===== src/rtl/uart_tx_if.sv =====
// Byte handshake between the system byte source (master) and the UART
// transmitter (slave).
interface uart_tx_if;
   logic [7:0] tx_data;
   logic       tx_valid;
   logic       tx_ready;

   modport master (output tx_data, output tx_valid, input tx_ready);
   modport slave  (input tx_data, input tx_valid, output tx_ready);
endinterface


===== src/rtl/uart_tx.sv =====
// 8-N-1 UART transmitter with an internal bit-rate divider on sclk.
// Define UART_TX_PARITY_EN to insert an even-parity bit after the data bits.
//
// state   | meaning
// IDLE    | line high, ready for a byte
// START   | start bit (tx=0)
// DATA    | eight data bits, LSB first
// PARITY  | even parity of the latched byte (UART_TX_PARITY_EN only)
// STOP    | stop bit (tx=1); last cycle may accept the next byte
module uart_tx #(
   parameter int unsigned CLK_DIV = 16
) (
   input  logic     sclk,
   input  logic     srst_n,
   uart_tx_if.slave s_if,
   output logic     tx,
   output logic     busy
);

`ifdef UART_TX_PARITY_EN
   typedef enum logic [2:0] {S_IDLE, S_START, S_DATA, S_PARITY, S_STOP} state_e;
`else
   typedef enum logic [2:0] {S_IDLE, S_START, S_DATA, S_STOP} state_e;
`endif

   localparam logic [15:0] DIV_LAST = 16'(CLK_DIV - 1);

   state_e      state_q, state_d;
   logic [15:0] baud_cnt_q, baud_cnt_d;
   logic [2:0]  bit_cnt_q, bit_cnt_d;
   logic [7:0]  shreg_q, shreg_d;
   logic        tx_q, tx_d;
   logic        busy_q, busy_d;
   logic        baud_end;
   logic        ready;
   logic        accept;
`ifdef UART_TX_PARITY_EN
   logic        parity_q, parity_d;
`endif

   always_ff @(posedge sclk or negedge srst_n) begin
      if (!srst_n) begin
         state_q    <= S_IDLE;
         baud_cnt_q <= '0;
         bit_cnt_q  <= '0;
         shreg_q    <= '0;
         tx_q       <= 1'b1;
         busy_q     <= 1'b0;
`ifdef UART_TX_PARITY_EN
         parity_q   <= 1'b0;
`endif
      end else begin
         state_q    <= state_d;
         baud_cnt_q <= baud_cnt_d;
         bit_cnt_q  <= bit_cnt_d;
         shreg_q    <= shreg_d;
         tx_q       <= tx_d;
         busy_q     <= busy_d;
`ifdef UART_TX_PARITY_EN
         parity_q   <= parity_d;
`endif
      end
   end

   always_comb begin
      baud_end   = (baud_cnt_q == DIV_LAST);
      ready      = (state_q == S_IDLE) || ((state_q == S_STOP) && baud_end);
      accept     = s_if.tx_valid && ready;
      state_d    = state_q;
      baud_cnt_d = baud_end ? '0 : baud_cnt_q + 16'd1;
      bit_cnt_d  = bit_cnt_q;
      shreg_d    = shreg_q;
`ifdef UART_TX_PARITY_EN
      parity_d   = parity_q;
`endif

      case (state_q)
         S_IDLE: baud_cnt_d = '0;
         S_START: begin
            if (baud_end) begin
               state_d   = S_DATA;
               bit_cnt_d = '0;
            end
         end
         S_DATA: begin
            if (baud_end) begin
               shreg_d   = shreg_q >> 1;
               bit_cnt_d = bit_cnt_q + 3'd1;
               if (bit_cnt_q == 3'd7) begin
`ifdef UART_TX_PARITY_EN
                  state_d = S_PARITY;
`else
                  state_d = S_STOP;
`endif
               end
            end
         end
`ifdef UART_TX_PARITY_EN
         S_PARITY: if (baud_end) state_d = S_STOP;
`endif
         S_STOP: if (baud_end) state_d = S_IDLE;
         default: state_d = S_IDLE;
      endcase

      // An accept always wins, including in the last STOP cycle (back-to-back).
      if (accept) begin
         state_d    = S_START;
         shreg_d    = s_if.tx_data;
         bit_cnt_d  = '0;
         baud_cnt_d = '0;
`ifdef UART_TX_PARITY_EN
         parity_d   = ^s_if.tx_data;
`endif
      end

      // tx is registered, so it is decoded from the state being entered.
      case (state_d)
         S_START:  tx_d = 1'b0;
         S_DATA:   tx_d = shreg_d[0];
`ifdef UART_TX_PARITY_EN
         S_PARITY: tx_d = parity_d;
`endif
         default:  tx_d = 1'b1;
      endcase
      busy_d = (state_d != S_IDLE);
   end

   assign s_if.tx_ready = ready;
   assign tx            = tx_q;
   assign busy          = busy_q;

endmodule


===== src/flat_wrapper.sv =====
// flat-port wrapper written by rule: the top's interface ports become plain ports
module uart_tx_flat 
#(
   parameter int unsigned CLK_DIV = 16
)
  (sclk, srst_n, tx, busy, s_if_tx_data, s_if_tx_valid, s_if_tx_ready);
  uart_tx_if s_if_i ();
  input  logic sclk;
  input  logic srst_n;
  output logic tx;
  output logic busy;
  input wire logic [$bits(s_if_i.tx_data)-1:0] s_if_tx_data;
  input wire logic [$bits(s_if_i.tx_valid)-1:0] s_if_tx_valid;
  output wire logic [$bits(s_if_i.tx_ready)-1:0] s_if_tx_ready;
  assign s_if_i.tx_data = s_if_tx_data;
  assign s_if_i.tx_valid = s_if_tx_valid;
  assign s_if_tx_ready = s_if_i.tx_ready;
  uart_tx #(.CLK_DIV(CLK_DIV)) u_core (.sclk(sclk), .srst_n(srst_n), .s_if(s_if_i), .tx(tx), .busy(busy));
endmodule

===== config.mk =====
export PLATFORM = sky130hd
export DESIGN_NAME = uart_tx_flat
export DESIGN_NICKNAME = d
export VERILOG_FILES = /design/src/rtl/uart_tx_if.sv /design/src/rtl/uart_tx.sv /design/src/flat_wrapper.sv
export SDC_FILE = /design/constraint.sdc
export NUM_CORES = 1
export LEC_CHECK = 0
export BUFFER_PORTS_ARGS = -buffer_cell sky130_fd_sc_hd__buf_2
export CAP_MARGIN = 10
export CORE_ASPECT_RATIO = 0.5
export CORE_UTILIZATION = 40
export DETAILED_ROUTE_END_ITERATION = 6
export PLACE_DENSITY_LB_ADDON = 0.05
export SYNTH_ARGS = -nofsm -noshare
export SYNTH_HDL_FRONTEND = slang
export SYNTH_SLANG_ARGS = --single-unit

===== constraint.sdc =====
create_clock -name sclk -period 2.1 [get_ports sclk]
set_clock_uncertainty 0.2 [all_clocks]
set_input_delay 0.42 -clock sclk [delete_from_list [all_inputs] [get_ports sclk]]
set_output_delay 0.42 -clock sclk [all_outputs]
set_load 0.05 [all_outputs]

==> results.toml, run 1 <==
[synth]
synth-seq-cells = 32
yosys_warnings = 0
synth.cell_area_um2 = 1800
ys_seq_area_share_pct = 44.5
synth-simple-area-share_pct = 27.1
synth-compound-area-share_pct = 16.3
ys_async_sr_fraction_pct = 100
avgSynthCellArea_um2 = 9.64
yosysTopAreaCell = "dfrtp_1"
synth_fa_ha_area_share_pct = 2.08
synthMuxAreaShare_pct = 0.555
synth_top_family_by_area = "simple AND/OR/NAND/NOR gates"
synth_edf_count = 0
synth_xor_area_share_pct = 6.32
synth_nets = 201
ys.flop_type = "dfrtp_1"
synthTopCellsByArea = "dfrtp_1 43%, a221o_1 4.4%, nand3_1 4.4%"
ys_types = 40
synth.top_cell.area_share_pct = 43.0
syn_inst = 187

[grt]
grt_max_degree = 33
grt_pass1_wl_um = 6530
grt_pass1_vias = 1392
top_usage_layer = "met2"
grt_usage_pct = 17.7
grtUsageMet1_pct = 23.9
grt_use_met2_pct = 27.2
antenna_found_initial = 0
use_met3_pct = 5.96
globalRoute.totalOverflow = 0

[placement]
dp_hpwl_um = 2880
placed_area_um2 = 2130
io_buffers = 13
place_congestion = 0.807

[power_and_ir_drop]
ir_drop_v = 0.000266
p_int_mw = 1.05
pwr-share-comb_pct = 16.3
power_density_nw_per_um2 = 630
p_sw_share_pct = 26.9
clkPwrFrac_pct = 34.1
p_total_mw = 1.44
seqPwrFrac_pct = 49.6
p_sw_uw = 388
power.static_leakage_nw = 0.974

[layout]
mostFrequentLayoutCells = "30 x dfrtp_1, 26 x buf_4, 20 x nor2_1"
layout-drive-gt1-share_pct = 28.4
post-route-cell-area_um2 = 2280
diodes = 0
nNetsFinal = 242
fillers = 361
final_common_cell = "dfrtp_1"
syn_to_final_growth_pct = 26.7

[outcome]
status = "finished with violations"
violations = "negative hold slack, negative setup slack"

[setup_path]
timing.rr.end = "u_core.shreg_q[2]"
slowest_delay_ps = 400
critPathBufInv = 1
r2r.worst_path.cells = 5
endpoint_kind = "output port"
worstPathCellList = "nor4_4 > and4_4 > nand3_4 > a21oi_4 > buf_6"
worstPathArrival_ps = 1680
reg2reg_setup_slack_ps = 60
worstPathRequired_ps = 1480
cp_top_family = "simple AND/OR/NAND/NOR gates"
crit_fanout = 2
start_kind = "register"
crit_type = "register to output port"
timing.rr.start = "u_core.baud_cnt_q[11]"
crit_slowest_cell = "dfrtp_1"

[timing]
fin_crit_sh_pct = 110
worst_slew_pin_slew_ps = 710
setup_slack_ps = -203
finalCriticalPeriod_ps = 2300
slew_headroom_pct = 52.7
rsz0062_at_grt = "yes"
hold_ws_ps = -18.1
hold_viol_final = 31
setup_viol = 1
drv_slew = 0
fmaxAchievable_mhz = 434
finalSetupTns_ps = -203

[clock_tree]
htreeDepth = 2
path_clk_slew_ps = 70
cts-root-buf = "clkbuf_8"
cts_sinks = 32
cts_tree = "yes"
cts.path.max_buffers = 2
clkLatencyLatePin_ps = 290
cts_made_buffers = 5

[hold_path]
hold_class = "input pin to asynchronous set/reset pin"

[floorplanning]
start_util_pct = 43.9
dieArea_um2 = 4800
die_w_um = 96.9
placementRows = 16
fp.coreArea_um2 = 4100
io_pins = 14
die_y_um = 49.5

[routing]
postRouteAntennaNets = 0
drt_iter0_markers = 38
drt-total-wl_um = 3920
dr.pass1.iters = 4
drcViolationCount = 0
wl_per_cell_um = 13.9
viasPerCell = 5.30
vias = 1500

[job]
max_cap_violations = 0
==> registers in the layout, indices dropped and copies added (netlist names) <==
name / count
u_core.baud_cnt_q: 16
u_core.bit_cnt_q: 3
u_core.busy: 1
u_core.shreg_q: 8
u_core.state_q: 3
u_core.tx: 1
==> worst reg2reg max path, cell delays in order, from the launching register on <==
cell and delay, ps:
dfrtp_1 400, nor4_4 330, buf_4 210, nand4_4 80, a211o_4 380, a221o_1 320
==> cell usage after synthesis, types with 3 or more instances <==
| cell type | instances |
|---|---|
| a21oi_1 | 7 |
| a221o_1 | 8 |
| clkbuf_1 | 7 |
| dfrtp_1 | 31 |
| ha_1 | 3 |
| inv_1 | 7 |
| nand2_1 | 15 |
| nand2b_1 | 3 |
| nand3_1 | 16 |
| nand4_1 | 5 |
| nor2_1 | 20 |
| nor3_1 | 4 |
| nor4_1 | 3 |
| nor4_4 | 3 |
| o21ai_0 | 11 |
| xnor2_1 | 9 |
| xor2_1 | 4 |
==> kinds of logic (layout without fill, tap and decap cells) <==
family                   count (synthesis)  count (layout)
other                                    1               1
multiplexers                             1               1
flip-flops                              32              32
XOR/XNOR                                13              13
AND/OR/NAND/NOR                         83              83
AO/OA/AOI/OAI                           40              40
adder cells (fa/ha/maj)                  3               3
buffers and inverters                   14              56
==> worst max-delay path by stage <==
| stage | startpoint | depth (start not counted) | slack (ps) | endpoint |
|---|---|---|---|---|
| after floorplan | u_core.baud_cnt_q[11] | 4 | -120 | s_if_tx_ready |
| after global placement | u_core.baud_cnt_q[11] | 5 | 30 | s_if_tx_ready |
| after detailed placement | u_core.baud_cnt_q[11] | 5 | 10 | u_core.shreg_q[2] |
| after CTS | u_core.baud_cnt_q[11] | 5 | -220 | s_if_tx_ready |
| after global routing | u_core.baud_cnt_q[15] | 5 | -270 | s_if_tx_ready |
| final | u_core.baud_cnt_q[11] | 5 | -200 | s_if_tx_ready |
==> layer usage <==
metal	vias up	wire length, um	share of wire (%)
li1	764	-	-
met1	707	2030	52
met2	22	1660	42
met3	7	180	4.6
met4	0	51	1.3
met5	-	0	0
==> stage by stage <==
stage	util [%]	worst slack, ps	std cells
after floorplan	-	-123	187
after CTS	54.3	-224	282
final	55.7	-203	283
after global routing	55.7	-268	283
after global placement	51.9	27.9	274
after detailed placement	51.9	10.3	274
==> power by group through the flow <==
stage | Sequential (mW) | Combinational (mW) | Clock (mW)
2_1_floorplan | 0.732 | 0.127 | 0
3_3_place_gp | 0.722 | 0.227 | 0
3_5_place_dp | 0.724 | 0.230 | 0
4_1_cts | 0.713 | 0.233 | 0.507
5_1_grt | 0.723 | 0.264 | 0.536
6_report | 0.714 | 0.235 | 0.491
==> final cells by class <==
type,count,area (um2),share of cell area [%]
clock buffers,8,90.1,3.94
inverters,7,26.3,1.15
multi-input cells,141,1000,43.8
flip-flops and latches,32,803,35.2
well taps,54,67.6,2.96
repair buffers,41,298,13.0
==> timing repair <==
action,4_1_cts,5_1_grt
endpoints found under the setup margin,1,9
resized for setup,2,6
pin swaps,0,11
setup buffers,0,1
hold buffers,0,0
(Power assumes the default switching activity.)
==> run 2, diff against run 1 <==
--- a/config.mk
+++ b/config.mk
@@ -11,6 +11,7 @@
 export CORE_UTILIZATION = 40
 export DETAILED_ROUTE_END_ITERATION = 6
 export PLACE_DENSITY_LB_ADDON = 0.05
+export REMOVE_ABC_BUFFERS = 1
 export SYNTH_ARGS = -nofsm -noshare
 export SYNTH_HDL_FRONTEND = slang
 export SYNTH_SLANG_ARGS = --single-unit
==> results.toml, run 2 (same netlist as run 1, synthesis figures left out) <==
[layout]
syn_to_final_growth_pct = 26.3
mostFrequentLayoutCells = "32 x buf_4, 31 x dfrtp_1, 20 x nor2_1"
largest_register_ffs = 16
final_common_cell = "buf_4"
largest-register = "u_core.baud_cnt_q"
post-route-cell-area_um2 = 2280
fin_cells = 288
diodes = 0
layout-drive-gt1-share_pct = 29.1
nNetsFinal = 247
reg.largest.list = "u_core.baud_cnt_q: 16 flops, u_core.shreg_q: 8 flops"

[clock_tree]
cts.path.max_buffers = 2
cts_tree = "yes"
cts_made_buffers = 5
clkLatencyLatePin_ps = 280
cts_sinks = 32
path_clk_slew_ps = 70
cts-root-buf = "clkbuf_8"
htreeDepth = 2
hold_buffers = 0

[routing]
m1WireLength_um = 2140
postRouteAntennaNets = 0
drt_iter0_markers = 40
met3WireLength_um = 147
vias = 1522
viasPerCell = 5.28
dr.pass1.iters = 4
routed.top_layer = "met4"
drt-total-wl_um = 3940
wl_per_cell_um = 13.7
drcViolationCount = 0
wl_met2_um = 1620

[timing]
finalCriticalPeriod_ps = 2300
rsz0062_at_grt = "yes"
fmaxAchievable_mhz = 435
drv_slew = 0
fin_crit_sh_pct = 109
setup_slack_ps = -199
hold_ws_ps = -14.9
worst_slew_pin_slew_ps = 717
hold_viol_final = 23
setup_viol = 1
slew_headroom_pct = 52.2

[floorplanning]
io_pins = 14
dieArea_um2 = 4800
placementRows = 16
die_w_um = 96.9
fp.coreArea_um2 = 4100
start_util_pct = 43.9
die_y_um = 49.5

[power_and_ir_drop]
power_density_nw_per_um2 = 633
power.static_leakage_nw = 0.998
clkPwrFrac_pct = 34.2
p_int_mw = 1.05
p_sw_share_pct = 26.9
ir_drop_v = 0.000259
pwr-share-comb_pct = 16.5
p_total_mw = 1.44
p_sw_uw = 388
seqPwrFrac_pct = 49.3

[placement]
dp.cells = 278
placed_area_um2 = 2140
place_congestion = 0.801
io_buffers = 13
dp_hpwl_um = 2860

[grt]
globalRoute.totalOverflow = 0
antenna_found_initial = 0
grt_max_degree = 33
grt_usage_pct = 18.2
grt_pass1_wl_um = 6780
grt_pass1_vias = 1460

[setup_path]
crit_slowest_cell = "dfrtp_1"
slowest_delay_ps = 400
endpoint_kind = "output port"
critPathBufInv = 1
worstPathArrival_ps = 1680
worstPathRequired_ps = 1480
cp_top_family = "simple AND/OR/NAND/NOR gates"
path_depth = 5
r2r.worst_path.cells = 5
crit_type = "register to output port"
crit_fanout = 2
start_kind = "register"
worstPathCellList = "nor4_4 > and4_4 > nand3_2 > a21oi_2 > buf_6"

[outcome]
status = "finished with violations"
violations = "negative hold slack, negative setup slack"

[job]
max_cap_violations = 0

[hold_path]
hold_class = "input pin to asynchronous set/reset pin"
[run 2: changes by cell type in the layout (fill, tap and decap cells not counted), sizes merged]
cell,previous run,this run
buf,41,46
[run 2: power groups by stage]
stage / Sequential, mW / Combinational [mW] / Clock (mW)
after floorplan: 0.738 / 0.114 / 0
after global placement: 0.720 / 0.230 / 0
after detailed placement: 0.721 / 0.234 / 0
after CTS: 0.710 / 0.239 / 0.505
after global routing: 0.719 / 0.268 / 0.535
final: 0.711 / 0.238 / 0.492
[run 2: path summary, 6_finish.rpt]
path	from	endpoint	slack [ps]
worst min register to register	u_core.shreg_q[3]	u_core.shreg_q[2]	310
worst max-delay path	u_core.baud_cnt_q[8]	s_if_tx_ready	-200
worst max register to register	u_core.baud_cnt_q[8]	u_core.shreg_q[3]	20
worst min-delay path	srst_n	u_core.state_q[2]	-10
min in group sclk	s_if_tx_data[7]	u_core.shreg_q[7]	170
max in group asynchronous	srst_n	u_core.baud_cnt_q[13]	1250
[run 2: metal layers]
layer	GRT usage [%]	vias up
li1	-	777
met1	25.4	721
met2	27.3	16
met3	6.10	8
met4	4.48	0
met5	0	-
[run 2: layout make-up]
cell class / instances / area (um2)
Fill cell: 373 / 1830
Inverter: 7 / 26.3
Timing Repair Buffer: 46 / 323
Tap cell: 54 / 67.6
Sequential cell: 32 / 802
Multi-Input combinational cell: 141 / 968
Clock buffer: 8 / 90.1
[run 2: what timing repair did]
item	in CTS	in global routing
gates cloned	0	0
setup endpoints to repair	5	10
pin swaps	5	10
buffers inserted	1	1
resized for setup	5	4
[run 2: worst reg2reg max path, stage by stage (launching register included)]
cell and delay, ps:
dfrtp_1 400, nor4_4 340, buf_4 200, nand4_4 110, a211o_4 390, a221o_1 330
[run 2: stage by stage]
step	setup slack, ps	utilization [%]	setup TNS [ps]	hold WS (ps)
6_report	-199	55.5	-199	-14.9
5_1_grt	-271	55.5	-389	57.9
4_1_cts	-216	55.0	-216	13.5
3_5_place_dp	-10.9	52.2	-22.6	298
3_3_place_gp	2.30	52.2	0	296
2_1_floorplan	-592	-	-592	-75.6
==> run 3, diff against run 2 <==
==> constraint.sdc (replaced) <==
create_clock -name sclk -period 2.3 [get_ports sclk]
set_clock_uncertainty 0.2 [all_clocks]
set_input_delay 0.46 -clock sclk [delete_from_list [all_inputs] [get_ports sclk]]
set_output_delay 0.46 -clock sclk [all_outputs]
set_load 0.05 [all_outputs]
==> results.toml, run 3 (same netlist as run 1, synthesis figures left out) <==
[outcome]
violations = "negative setup slack"
status = "finished with violations"

[routing]
dr.pass1.iters = 4
drt-total-wl_um = 4120
postRouteAntennaNets = 0
drcViolationCount = 0
viasPerCell = 5.46
wl_per_cell_um = 14.7
vias = 1528
drt_iter0_markers = 51

[power_and_ir_drop]
clkPwrFrac_pct = 38.7
p_int_mw = 1.03
p_sw_share_pct = 27.1
power.static_leakage_nw = 0.961
ir_drop_v = 0.000293
power_density_nw_per_um2 = 629
p_total_mw = 1.41
pwr-share-comb_pct = 14.1
seqPwrFrac_pct = 47.2
p_sw_uw = 381

[clock_tree]
clkLatencyLatePin_ps = 280
cts_tree = "yes"
cts_made_buffers = 5
cts.path.max_buffers = 2
cts-root-buf = "clkbuf_8"
path_clk_slew_ps = 70
htreeDepth = 2
cts_sinks = 32

[placement]
io_buffers = 13
place_congestion = 0.772
dp_hpwl_um = 2830
placed_area_um2 = 2040

[setup_path]
crit_fanout = 3
slowest_delay_ps = 440
worstPathArrival_ps = 1660
path_depth = 5
worstPathCellList = "nor4_4 > and4_4 > nand3_2 > a21oi_2 > buf_6"
crit_type = "register to output port"
endpoint_kind = "output port"
cp_top_family = "simple AND/OR/NAND/NOR gates"
start_kind = "register"
worstPathRequired_ps = 1640
r2r.worst_path.cells = 6
crit_slowest_cell = "dfrtp_2"
critPathBufInv = 1

[timing]
hold_ws_ps = 37.6
drv_slew = 0
hold_viol_final = 0
fin_crit_sh_pct = 101
fmaxAchievable_mhz = 431
setup_viol = 1
setup_slack_ps = -18.0
slew_headroom_pct = 34.3
worst_slew_pin_slew_ps = 972
finalCriticalPeriod_ps = 2320
rsz0062_at_grt = "yes"

[floorplanning]
placementRows = 16
dieArea_um2 = 4800
io_pins = 14
start_util_pct = 43.9
die_w_um = 96.9
fp.coreArea_um2 = 4100
die_y_um = 49.5

[layout]
largest-register = "u_core.baud_cnt_q"
reg.largest.list = "u_core.baud_cnt_q: 16 flops, u_core.shreg_q: 8 flops"
largest_register_ffs = 16
layout-drive-gt1-share_pct = 27.4
mostFrequentLayoutCells = "30 x dfrtp_1, 25 x buf_4, 20 x nor2_1"
final_common_cell = "dfrtp_1"
syn_to_final_growth_pct = 24.2
post-route-cell-area_um2 = 2240
utilization_pct = 54.5
nNetsFinal = 239
diodes = 0

[hold_path]
hold_class = "input pin to asynchronous set/reset pin"

[grt]
globalRoute.totalOverflow = 0
grt_pass1_wl_um = 6690
grt_pass1_vias = 1389
antenna_found_initial = 0
top_usage_layer = "met2"
grt_max_degree = 33
grtUsageMet1_pct = 24.7
grt_use_met2_pct = 27.8
grt_usage_pct = 18.0
use_met3_pct = 5.39

[job]
max_cap_violations = 0
[run 3: cell count changes in the layout (fill, tap and decap cells not counted), sizes merged]
cell | previous run | this run
clkbuf | 8 | 5
clkinvlp | 0 | 1
buf | 46 | 38
bufinv | 0 | 1
clkinv | 0 | 1
[run 3: repair_timing]
item,in CTS,in global routing
pin swaps,4,6
gates cloned,0,0
hold buffers,0,0
gates resized for setup,7,1
buffers inserted,3,5
endpoints found under the setup margin,1,10
[run 3: worst reg2reg max path, delay by kind of cell, from the launching register on]
kind,cells,cell delay (ps)
compound gates,2,750
flops,1,410
simple gates,2,410
buf+inv,2,270
[run 3: final timing paths]
check	end	from	slack [ps]
max	s_if_tx_ready	u_core.baud_cnt_q[9]	-20
min	u_core.shreg_q[2]	srst_n	40
max reg2reg	u_core.shreg_q[6]	u_core.baud_cnt_q[4]	140
min reg2reg	u_core.shreg_q[3]	u_core.shreg_q[4]	310
max in group asynchronous	u_core.baud_cnt_q[9]	srst_n	1330
min in group sclk	u_core.shreg_q[7]	s_if_tx_data[7]	210
[run 3: area by class of cell]
cell class | count | area [um2]
sequential | 32 | 803
multi-input combinational | 141 | 971
clock buffer | 5 | 68.8
inverter | 7 | 26.3
timing repair buffer | 38 | 259
tap | 54 | 67.6
fill | 376 | 1870
clock inverter | 3 | 42.5
[run 3: layer usage]
layer | vias up | routed length [um]
met5 | - | 0
met4 | 0 | 11
met3 | 2 | 203
met2 | 33 | 1770
met1 | 733 | 2130
li1 | 760 | -
[run 3: power by group through the flow]
stage / clock network (mW) / registers (mW) / logic [mW]
after floorplan: 0 / 0.674 / 0.104
after global placement: 0 / 0.669 / 0.178
after detailed placement: 0 / 0.670 / 0.180
after CTS: 0.558 / 0.657 / 0.194
after global routing: 0.585 / 0.673 / 0.223
final: 0.545 / 0.665 / 0.199
[run 3: through the flow]
step / setup WS [ps] / TNS [ps] / instances
after detailed placement: 132 / 0 / 264
after floorplan: -432 / -432 / 180
after global routing: -104 / -104 / 280
after global placement: 141 / 0 / 264
final: -18.0 / -18.0 / 280
after CTS: -49.6 / -49.6 / 275
